[config.mk]
export PLATFORM = sky130hd
export DESIGN_NAME = traffic_light_fsm
export DESIGN_NICKNAME = d
export VERILOG_FILES = /design/src/rtl/traffic_pkg.sv /design/src/rtl/traffic_light_fsm_phase_timer.sv /design/src/rtl/traffic_light_fsm.sv
export SDC_FILE = /design/constraint.sdc
export NUM_CORES = 1
export LEC_CHECK = 0
export CELL_PAD_IN_SITES_DETAIL_PLACEMENT = 1
export CELL_PAD_IN_SITES_GLOBAL_PLACEMENT = 2
export CORE_MARGIN = 2
export CORE_UTILIZATION = 30
export CTS_BUF_LIST = sky130_fd_sc_hd__clkbuf_2 sky130_fd_sc_hd__clkbuf_4 sky130_fd_sc_hd__clkbuf_8
export DETAILED_ROUTE_END_ITERATION = 12
export GPL_TIMING_DRIVEN = 0
export MAX_ROUTING_LAYER = met4
export PLACE_DENSITY = 0.76
export SLEW_MARGIN = 20
export SYNTH_ARGS = -nofsm -noshare
export SYNTH_HDL_FRONTEND = slang
export SYNTH_SLANG_ARGS = --single-unit
[constraint.sdc]
create_clock -name clk_i -period 2.55 [get_ports clk_i]
set_clock_uncertainty 0.2 [all_clocks]
set_input_delay 0.3825 -clock clk_i [delete_from_list [all_inputs] [get_ports clk_i]]
set_output_delay 0.3825 -clock clk_i [all_outputs]
set_load 0.02 [all_outputs]
[src/rtl/traffic_pkg.sv]
`default_nettype none
// ============================================================================
// Module      : traffic_pkg
// Description : Shared types and constants for the intersection controller:
//               phase state encoding, lamp patterns and phase-count width.
// Revision    : 1.0 - initial release
// ============================================================================
package traffic_pkg;

  // Width of the phase counter; wide enough for 0..63 on the display.
  localparam int CNT_W = 6;

  // Lamp patterns, bit order {R,Y,G}.
  localparam logic [2:0] LAMP_R   = 3'b100;
  localparam logic [2:0] LAMP_Y   = 3'b010;
  localparam logic [2:0] LAMP_G   = 3'b001;
  localparam logic [2:0] LAMP_OFF = 3'b000;

  // Controller states; the six normal phases followed by maintenance flash.
  typedef enum logic [2:0] {
    ST_AR1   = 3'd0,
    ST_NSG   = 3'd1,
    ST_NSY   = 3'd2,
    ST_AR2   = 3'd3,
    ST_EWG   = 3'd4,
    ST_EWY   = 3'd5,
    ST_FLASH = 3'd6
  } state_e;

  // Successor of a normal phase in the fixed cycle. FLASH is never passed
  // here; it maps to AR1 so that any stray use restarts a clean cycle.
  function automatic state_e next_phase(input state_e cur);
    state_e nxt;
    case (cur)
      ST_AR1:  nxt = ST_NSG;
      ST_NSG:  nxt = ST_NSY;
      ST_NSY:  nxt = ST_AR2;
      ST_AR2:  nxt = ST_EWG;
      ST_EWG:  nxt = ST_EWY;
      ST_EWY:  nxt = ST_AR1;
      default: nxt = ST_AR1;
    endcase
    return nxt;
  endfunction

endpackage : traffic_pkg
`default_nettype wire

[src/rtl/traffic_light_fsm_phase_timer.sv]
`default_nettype none
// ============================================================================
// Module      : phase_timer
// Description : Down-counter for the current phase. Loads a phase length,
//               decrements on tick while above 1, optionally clamps the
//               remaining time to a cap, and flags the last tick of a phase.
// Revision    : 1.0 - initial release
// ============================================================================
module phase_timer
  import traffic_pkg::*;
#(
  parameter logic [CNT_W-1:0] RESET_VAL = 6'd2
) (
  input  logic             clk,
  input  logic             rst_n,
  input  logic             tick,
  input  logic             load,
  input  logic [CNT_W-1:0] load_val,
  input  logic             trunc_en,
  input  logic [CNT_W-1:0] trunc_val,
  output logic [CNT_W-1:0] count,
  output logic             done
);

  localparam logic [CNT_W-1:0] C_ONE = CNT_W'(1);

  logic [CNT_W-1:0] r_count;
  logic             w_trunc;

  // Clamp only when the remaining time is above the cap; a clamp absorbs any
  // tick in the same cycle. Since the cap is at least 1, a clamp can never
  // coincide with the last tick of the phase.
  always_comb begin
    w_trunc = trunc_en && (r_count > trunc_val);
    done    = tick && (r_count == C_ONE) && !w_trunc;
  end

  // Counter register: explicit load beats clamp, clamp beats tick.
  always_ff @(posedge clk or negedge rst_n) begin
    if (!rst_n) begin
      r_count <= RESET_VAL;
    end else if (load) begin
      r_count <= load_val;
    end else if (w_trunc) begin
      r_count <= trunc_val;
    end else if (tick && (r_count > C_ONE)) begin
      r_count <= r_count - C_ONE;
    end
  end

  assign count = r_count;

endmodule : phase_timer
`default_nettype wire

[src/rtl/traffic_light_fsm.sv]
`default_nettype none
// ============================================================================
// Module      : traffic_light_fsm
// Description : Two-road intersection sequencer. Cycles all-red / green /
//               yellow phases timed in ticks, shortens green on a pedestrian
//               request and offers a flashing-yellow maintenance mode. All
//               outputs are registered.
// Revision    : 1.0 - initial release
// ============================================================================
module traffic_light_fsm
  import traffic_pkg::*;
#(
  parameter int GREEN_T  = 10,
  parameter int YELLOW_T = 3,
  parameter int ALLRED_T = 2,
  parameter int PED_MIN  = 4
) (
  input  logic             clk_i,
  input  logic             rst_ni,
  input  logic             tick_i,
  input  logic             enable_i,
  input  logic             ped_req_i,
  output logic [2:0]       ns_light_o,
  output logic [2:0]       ew_light_o,
  output logic [CNT_W-1:0] count_o,
  output logic             ped_pending_o
);

  localparam logic [CNT_W-1:0] C_GREEN  = CNT_W'(GREEN_T);
  localparam logic [CNT_W-1:0] C_YELLOW = CNT_W'(YELLOW_T);
  localparam logic [CNT_W-1:0] C_ALLRED = CNT_W'(ALLRED_T);
  localparam logic [CNT_W-1:0] C_PEDMIN = CNT_W'(PED_MIN);

  state_e           r_state;
  state_e           w_state_nxt;
  logic             r_flash;
  logic             w_flash_nxt;
  logic             r_ped;
  logic             w_ped_nxt;
  logic [2:0]       r_ns;
  logic [2:0]       r_ew;
  logic [2:0]       w_ns_nxt;
  logic [2:0]       w_ew_nxt;
  logic             w_load;
  logic [CNT_W-1:0] w_load_val;
  logic             w_trunc_en;
  logic             w_done;
  logic             w_entry_ar;
  logic [CNT_W-1:0] w_count;

  // Length of a normal phase in ticks.
  function automatic logic [CNT_W-1:0] phase_len(input state_e s);
    logic [CNT_W-1:0] len;
    case (s)
      ST_NSG, ST_EWG: len = C_GREEN;
      ST_NSY, ST_EWY: len = C_YELLOW;
      default:        len = C_ALLRED;
    endcase
    return len;
  endfunction

  // A request arriving this very cycle already counts, so the green clamp
  // lands on the clock right after the request pulse.
  assign w_trunc_en = ((r_state == ST_NSG) || (r_state == ST_EWG)) &&
                      (r_ped || ped_req_i);

  phase_timer #(
    .RESET_VAL (C_ALLRED)
  ) u_phase_timer (
    .clk       (clk_i),
    .rst_n     (rst_ni),
    .tick      (tick_i),
    .load      (w_load),
    .load_val  (w_load_val),
    .trunc_en  (w_trunc_en),
    .trunc_val (C_PEDMIN),
    .count     (w_count),
    .done      (w_done)
  );

  // Next-state, timer load, flash bit, pedestrian latch and lamp decode.
  always_comb begin
    w_state_nxt = r_state;
    w_flash_nxt = r_flash;
    w_load      = 1'b0;
    w_load_val  = C_ALLRED;
    w_ns_nxt    = LAMP_R;
    w_ew_nxt    = LAMP_R;

    if (!enable_i) begin
      // Maintenance wins over everything, including a tick this cycle. The
      // flash bit only toggles once we are already flashing.
      w_state_nxt = ST_FLASH;
      w_load      = 1'b1;
      w_load_val  = '0;
      if ((r_state == ST_FLASH) && tick_i) begin
        w_flash_nxt = ~r_flash;
      end
    end else if (r_state == ST_FLASH) begin
      w_state_nxt = ST_AR1;
      w_load      = 1'b1;
      w_load_val  = C_ALLRED;
      w_flash_nxt = 1'b0;
    end else if (w_done) begin
      w_state_nxt = next_phase(r_state);
      w_load      = 1'b1;
      w_load_val  = phase_len(w_state_nxt);
    end

    // Pending clears when an all-red phase is entered; a request in the
    // same cycle keeps it set.
    w_entry_ar = ((w_state_nxt == ST_AR1) || (w_state_nxt == ST_AR2)) &&
                 (w_state_nxt != r_state);
    w_ped_nxt  = ped_req_i | (r_ped & ~w_entry_ar);

    // Lamps are decoded from the next state so they register alongside it.
    case (w_state_nxt)
      ST_NSG:   begin w_ns_nxt = LAMP_G; w_ew_nxt = LAMP_R; end
      ST_NSY:   begin w_ns_nxt = LAMP_Y; w_ew_nxt = LAMP_R; end
      ST_EWG:   begin w_ns_nxt = LAMP_R; w_ew_nxt = LAMP_G; end
      ST_EWY:   begin w_ns_nxt = LAMP_R; w_ew_nxt = LAMP_Y; end
      ST_FLASH: begin
        w_ns_nxt = w_flash_nxt ? LAMP_Y : LAMP_OFF;
        w_ew_nxt = w_flash_nxt ? LAMP_Y : LAMP_OFF;
      end
      default:  begin w_ns_nxt = LAMP_R; w_ew_nxt = LAMP_R; end
    endcase
  end

  // State, flash bit, pedestrian latch and lamp registers.
  always_ff @(posedge clk_i or negedge rst_ni) begin
    if (!rst_ni) begin
      r_state <= ST_AR1;
      r_flash <= 1'b0;
      r_ped   <= 1'b0;
      r_ns    <= LAMP_R;
      r_ew    <= LAMP_R;
    end else begin
      r_state <= w_state_nxt;
      r_flash <= w_flash_nxt;
      r_ped   <= w_ped_nxt;
      r_ns    <= w_ns_nxt;
      r_ew    <= w_ew_nxt;
    end
  end

  assign ns_light_o    = r_ns;
  assign ew_light_o    = r_ew;
  assign count_o       = w_count;
  assign ped_pending_o = r_ped;

endmodule : traffic_light_fsm
`default_nettype wire

### Yosys cells after proc, flatten, opt, wreduce, memory -nomap -nowiden

Index checks and enable logic that the tools add are counted.

| word-level totals | value |
|---|---|
| register bits after elaboration | 17 |
| bits of input ports | 5 |
| output and inout port bits | 13 |
| logic and storage cells | 69 |

| cells by class | value |
|---|---|
| $add $sub $neg | 1 |
| order comparisons | 2 |
| eq/ne operators | 17 |
| multiplexer cells | 23 |
| bitwise logic cells | 4 |
| reduce and logical (&&, ||, !) cells | 16 |

Operators with widths:

| operator | count |
|---|---|
| $eq 3x3->1 const B | 7 |
| $mux 3 | 6 |
| $mux 6 | 3 |
| $pmux 3 s3 | 2 |
| $eq 3x2->1 const B | 5 |
| $pmux 3 s5 | 1 |
| $mux 4 | 3 |
| $eq 3x1->1 const B | 3 |
| $pmux 4 s2 | 1 |
| $logic_and 1x1->1 | 7 |
| $eq 6x1->1 const B | 1 |
| $gt 6x1->1 const B | 1 |
| $gt 6x3->1 const B | 1 |
| $logic_not 3->1 | 2 |
| $mux 1 | 6 |
| $sub 6x1->6 const B | 1 |
| $reduce_or 2->1 | 2 |
| $logic_or 1x1->1 | 3 |
| $ne 3x3->1 | 1 |
| $reduce_bool 3->1 | 1 |
| $mux 2 | 1 |
| $not 1->1 | 2 |
| $and 1x1->1 | 1 |
| $logic_not 1->1 | 1 |
| $or 1x1->1 | 1 |

### Logic depth before layout (Yosys ltp)

| depth | value |
|---|---|
| depth in word-level cells | 18 |
| mapped depth | 6 |
| depth with buffers taken out | 6 |

### Modules after synthesis

A second synthesis with hierarchy kept.

| second synthesis, totals | value |
|---|---|
| cells, all modules | 145 |
| area, all modules | 1,321.3 µm² |

Modules (own cells, without submodules):

| module | times used | cells each | area each (µm²) | seq. area each (µm²) |
|---|---|---|---|---|
| phase_timer | 1 | 82 | 723.2 | 151.4 |
| traffic_light_fsm | 1 | 63 | 598.1 | 277.8 |

### Least setup slack after synthesis

Ideal clock, no wire load.

| timing | value |
|---|---|
| path kind | register to register |
| start | register u_phase_timer.r_count[3] (netlist: u_phase_timer.count[3]) |
| end | register u_phase_timer.r_count[3] (netlist: u_phase_timer.count[3]) |
| library setup time | 0.094 ns |
| arrival time | 1.861 ns |
| data required time | 2.256 ns |
| slack | 0.395 ns |
| cell stages (with the launch flop) | 6 |
| path buffers | 1 |
| clock period less this slack | 2.155 ns |
| path through | dfrtp_1 -> or3_1 -> buf_6 -> or2_4 -> or3_1 -> a211oi_1 |

| on the way | value |
|---|---|
| word-level cells in the longest chain between the ends | 8 |
| elaborated cells between the ends (all ways) | 19 |
| classes of those cells | add/sub (1); order compare (2); eq/ne (1); mux (9); reduce/logical (6) |

RTL lines:

| element | line | text |
|---|---|---|
| start: declaration | traffic_light_fsm_phase_timer.sv:27 | `logic [CNT_W-1:0] r_count;` |
| start signal: assignment | traffic_light_fsm_phase_timer.sv:43 | `r_count <= load_val;` |
| start signal: assignment | traffic_light_fsm_phase_timer.sv:45 | `r_count <= trunc_val;` |
| start signal: assignment | traffic_light_fsm_phase_timer.sv:47 | `r_count <= r_count - C_ONE;` |
| $gt 6x3->1 | traffic_light_fsm_phase_timer.sv:34 | `w_trunc = trunc_en && (r_count > trunc_val);` |
| $logic_and 1x1->1 | traffic_light_fsm_phase_timer.sv:34 |  |
| $logic_not 1->1 | traffic_light_fsm_phase_timer.sv:35 | `done = tick && (r_count == C_ONE) && !w_trunc;` |
| $logic_and 1x1->1 | traffic_light_fsm_phase_timer.sv:35 |  |
| $mux 1 or $mux 4 (tied branches) | traffic_light_fsm.sv:104 | `end else if (w_done) begin` |
| $mux 1 or $mux 4 (tied branches) | traffic_light_fsm.sv:99 | `end else if (r_state == ST_FLASH) begin` |
| $mux 1 or $mux 4 (tied branches) | traffic_light_fsm.sv:90 | `if (!enable_i) begin` |
| $reduce_bool 3->1 (no source line) or $mux 6 (tied branches) | -- |  |

Several ways; a longest one is shown, not always the timed one. The select of a mux whose other input is x is not followed.
A chain may end at the register's enable or synchronous reset.

### Final worst setup path

| timing | value |
|---|---|
| start | register u_phase_timer.r_count[1] (netlist: u_phase_timer.count[1]) |
| end | register u_phase_timer.r_count[0] (netlist: u_phase_timer.count[0]) |

Same word-level chain as after synthesis.

==> results by group <==
Synthesis
  – Warnings from Yosys: 0
  – Cell type with the largest total area after synthesis: dfrtp_1
  – XOR/XNOR share of the synthesized area: 0.0591
  – Multiplexer share of the synthesized area: 0
  – Dominant combinational cell family by area after synthesis: simple AND/OR/NAND/NOR gates
  – Ys flop type: dfrtp_1
  – Adder and majority cell fraction of the synthesized area: 0.0362
  – Flop and latch count out of synthesis: 17
  – Post-synthesis net count: 120
  – Largest cells by area after synthesis: dfrtp_1, dfstp_2, ha_1
  – Most instantiated library cell after synthesis: dfrtp_1
  – Post-synthesis instance total: 112
  – Share of Yosys cell area claimed by the top area cell type: 0.338
  – Complex-gate fraction of the synthesized area: 0.194
  – Simple-Gate Fraction of Synth Area: 0.246
  – Top cells by count, synth: dfrtp_1, nor2_1, a21oi_1, clkbuf_1, nand2_1
  – Post-synthesis average cell area: roughly 9.3 um^2
  – Share of flip-flops with an asynchronous set or reset after synthesis: 1.00
  – Post-synthesis cell area: 1040 um^2
  – Fraction of the yosys area taken by sequential cells: 0.414
  – Number of synthesized flops with an enable pin: 0
  – Distinct cells, synth: 41

Critical path
  – Maximum single-stage delay on the critical path: 570 ps
  – Cells along the critical path: inv_1, ha_1, nand3b_1, o211ai_1, nand2b_1, o32a_1
  – Required time at the endpoint of the critical path: 2530 ps
  – Worst Reg2Reg Path Length in Cells: 6
  – Launching element type of the critical path: flop
  – Buffering stage count on the worst path with inverters included: 1
  – R2r startpoint: u_phase_timer.count[1]
  – FF-to-FF End: u_phase_timer.count[0]
  – CP max-delay cell: dfstp_2
  – Type of element capturing the critical path: flop
  – Max Fanout on Critical Path: 8
  – Family with the most delay on the worst path: flip-flops
  – Reg2Reg Setup Slack: just under 300 ps
  – Crit Path Class: flop to flop
  – Critical path arrival: 2240 ps

Drt
  – Met3 Wirelength: around 42 um
  – Vias per cell: 5.21
  – Routed met1 length: approximately 1300 um
  – Total Routed Length: 2920 um
  – WL met2: 1560 um
  – Uppermost layer routed: met4
  – Drt wl/cell: ~16 um
  – Number of nets still failing antenna checks after routing: 0
  – Number of design rule violations left after detail routing: 0
  – Total via count after detailed routing: approximately 900
  – Detailed router's first-iteration violation count: 39
  – Length of the first detailed-routing pass in iterations: 4

Clocking
  – Post-CTS Hold Buffers: 0
  – Setup bufs post-CTS: 0
  – H-Tree Level Count: 1
  – Max Root-Sink Buffers: 2
  – Cts repair resizes: 0
  – Clock tree sinks: 17
  – Number of buffers created by CTS: 3
  – Clock latency on the worst-skew pair: 290 ps
  – Clock transition at the register clock pins on the worst setup and hold paths after CTS: 110 ps
  – Clock tree from TritonCTS: built
  – Cell at the root of the clock tree: clkbuf_4

Floorplanning
  – Rows: 21
  – Core area: 3340 um^2
  – Effective utilization at floorplan: 0.311
  – Width of the chip: 62.8 um
  – Total I/O pin count: 18
  – Die Span Y: 62.8 um
  – Die ar.: 3940 um^2

GRT
  – Wire length of the first global-routing pass: 5020 um
  – Vias in the first global route: 1,002
  – Gr ovfl total: 0
  – Antenna violations before repair: 0
  – Overall fraction of global-route tracks in use: 0.169
  – Maximum number of pins on one net before global-route repair: 18

Pwr
  – PwrDens: 924 nW/um^2
  – Leakage Power: 0.493 nW
  – Worst IR drop on VDD: 0.238 mV
  – Final total power: 1.18 mW

STA
  – Setup-violating endpoint count in the final report: 0
  – Setup TNS: 0 ps
  – Setup repair after global routing missed its margin: false
  – Min Tclk post-route: 2260 ps
  – Count of endpoints failing hold in the final timing report: 0
  – Number of max-slew violations in the final report: 0
  – Fmax: 443 MHz
  – Fraction of the cycle the final worst path needs: 0.885
  – Slew at the pin with the worst max-slew slack: approximately 800 ps
  – Worst slew margin relative to its limit: 0.478
  – Worst-case hold slack: 334 ps

Placed design
  – Placement Cell Area: 1240 um^2
  – HPWL after detailed placement: 2240 um
  – Routability congestion estimate from global placement: roughly 0.75
  – Number of input and output port buffers inserted: 15

Layout
  – Final design instance area without fill: 1270 um^2
  – Final antenna diode count: 0
  – Fraction of layout cells with a size suffix above 1: 0.0763
  – Final net count: 140
  – Area Overhead vs Synth: 22.7%

Worst hold path
  – Type of the worst min-delay path: input port to asynchronous set/reset pin

Job
  – Number of max-capacitance violations reported: 0

Run status
  – Run status: finished clean
## placed cells by master, fill, tap and decap left out, drive strengths merged, types with 2 or more instances in the layout
master,instances
a21oi,7
nand3b,2
clkdlybuf4s50,15
xnor2,3
or3,3
nand2,7
nor3b,2
clkinv,2
nor4b,2
xor2,4
ha,3
dfrtp,14
nand3,3
o21a,4
clkbuf,10
nor4,4
nor2,8
o2111ai,2
nor3,3
o211ai,3
a211oi,2
nand4,2
inv,3
nand2b,3
dfstp,3
## sequential cells by signal, summed over array words and instances, names as in the netlist
signal / count
r_state: 3
ped_pending_o: 1
r_flash: 1
ns_light_o: 3
ew_light_o: 3
u_phase_timer.count: 6
## how the worst max path moves through the flow
| stage | depth (start not counted) | slack [ps] | end | startpoint |
|---|---|---|---|---|
| finish | 6 | 290 | u_phase_timer.count[0] | u_phase_timer.count[1] |
| CTS | 5 | 280 | ped_pending_o | u_phase_timer.count[3] |
| global placement | 5 | 270 | u_phase_timer.count[3] | tick_i |
| detailed placement | 5 | 200 | ped_pending_o | tick_i |
| floorplan | 5 | 400 | u_phase_timer.count[3] | u_phase_timer.count[3] |
| global route | 6 | 130 | ped_pending_o | u_phase_timer.count[1] |
## power by group
group	switching [mW]	total (mW)	leakage, nW	internal [mW]
clock	0.0903	0.149	0.0177	0.0583
sequential	0.0673	0.407	0.211	0.340
combinational	0.356	0.620	0.264	0.265
total	0.514	1.18	0.493	0.663
## logic make-up (layout without fill, tap and decap cells)
logic type | Yosys count | after routing
fa+ha+maj | 3 | 3
simple gates | 45 | 45
xor+xnor | 7 | 7
flops | 17 | 17
buf+inv | 12 | 31
compound gates | 28 | 28
## cell type report
type                       instances  area [um^2]
sequential                        17          429
clock inverter                     1         5.00
tap                               46         57.6
buffer                             8         37.5
timing repair buffer              15          150
multi-input combinational         83          556
fill                             406         2060
clock buffer                       3         22.5
inverter                           4         15.0
## routing by layer
metal / vias up / track usage
met5: - / -
met4: 0 / 0.0667
met3: 2 / 0.0180
met2: 13 / 0.293
met1: 452 / 0.202
li1: 455 / -
## metrics by stage
stage	cells	util	worst slack, ps
2_1_floorplan	112	-	395
5_1_grt	177	0.381	125
3_3_place_gp	173	0.373	268
3_5_place_dp	173	0.373	195
4_1_cts	177	0.381	281
6_report	177	0.381	294
No activity file was read; power rests on OpenSTA's default activity.
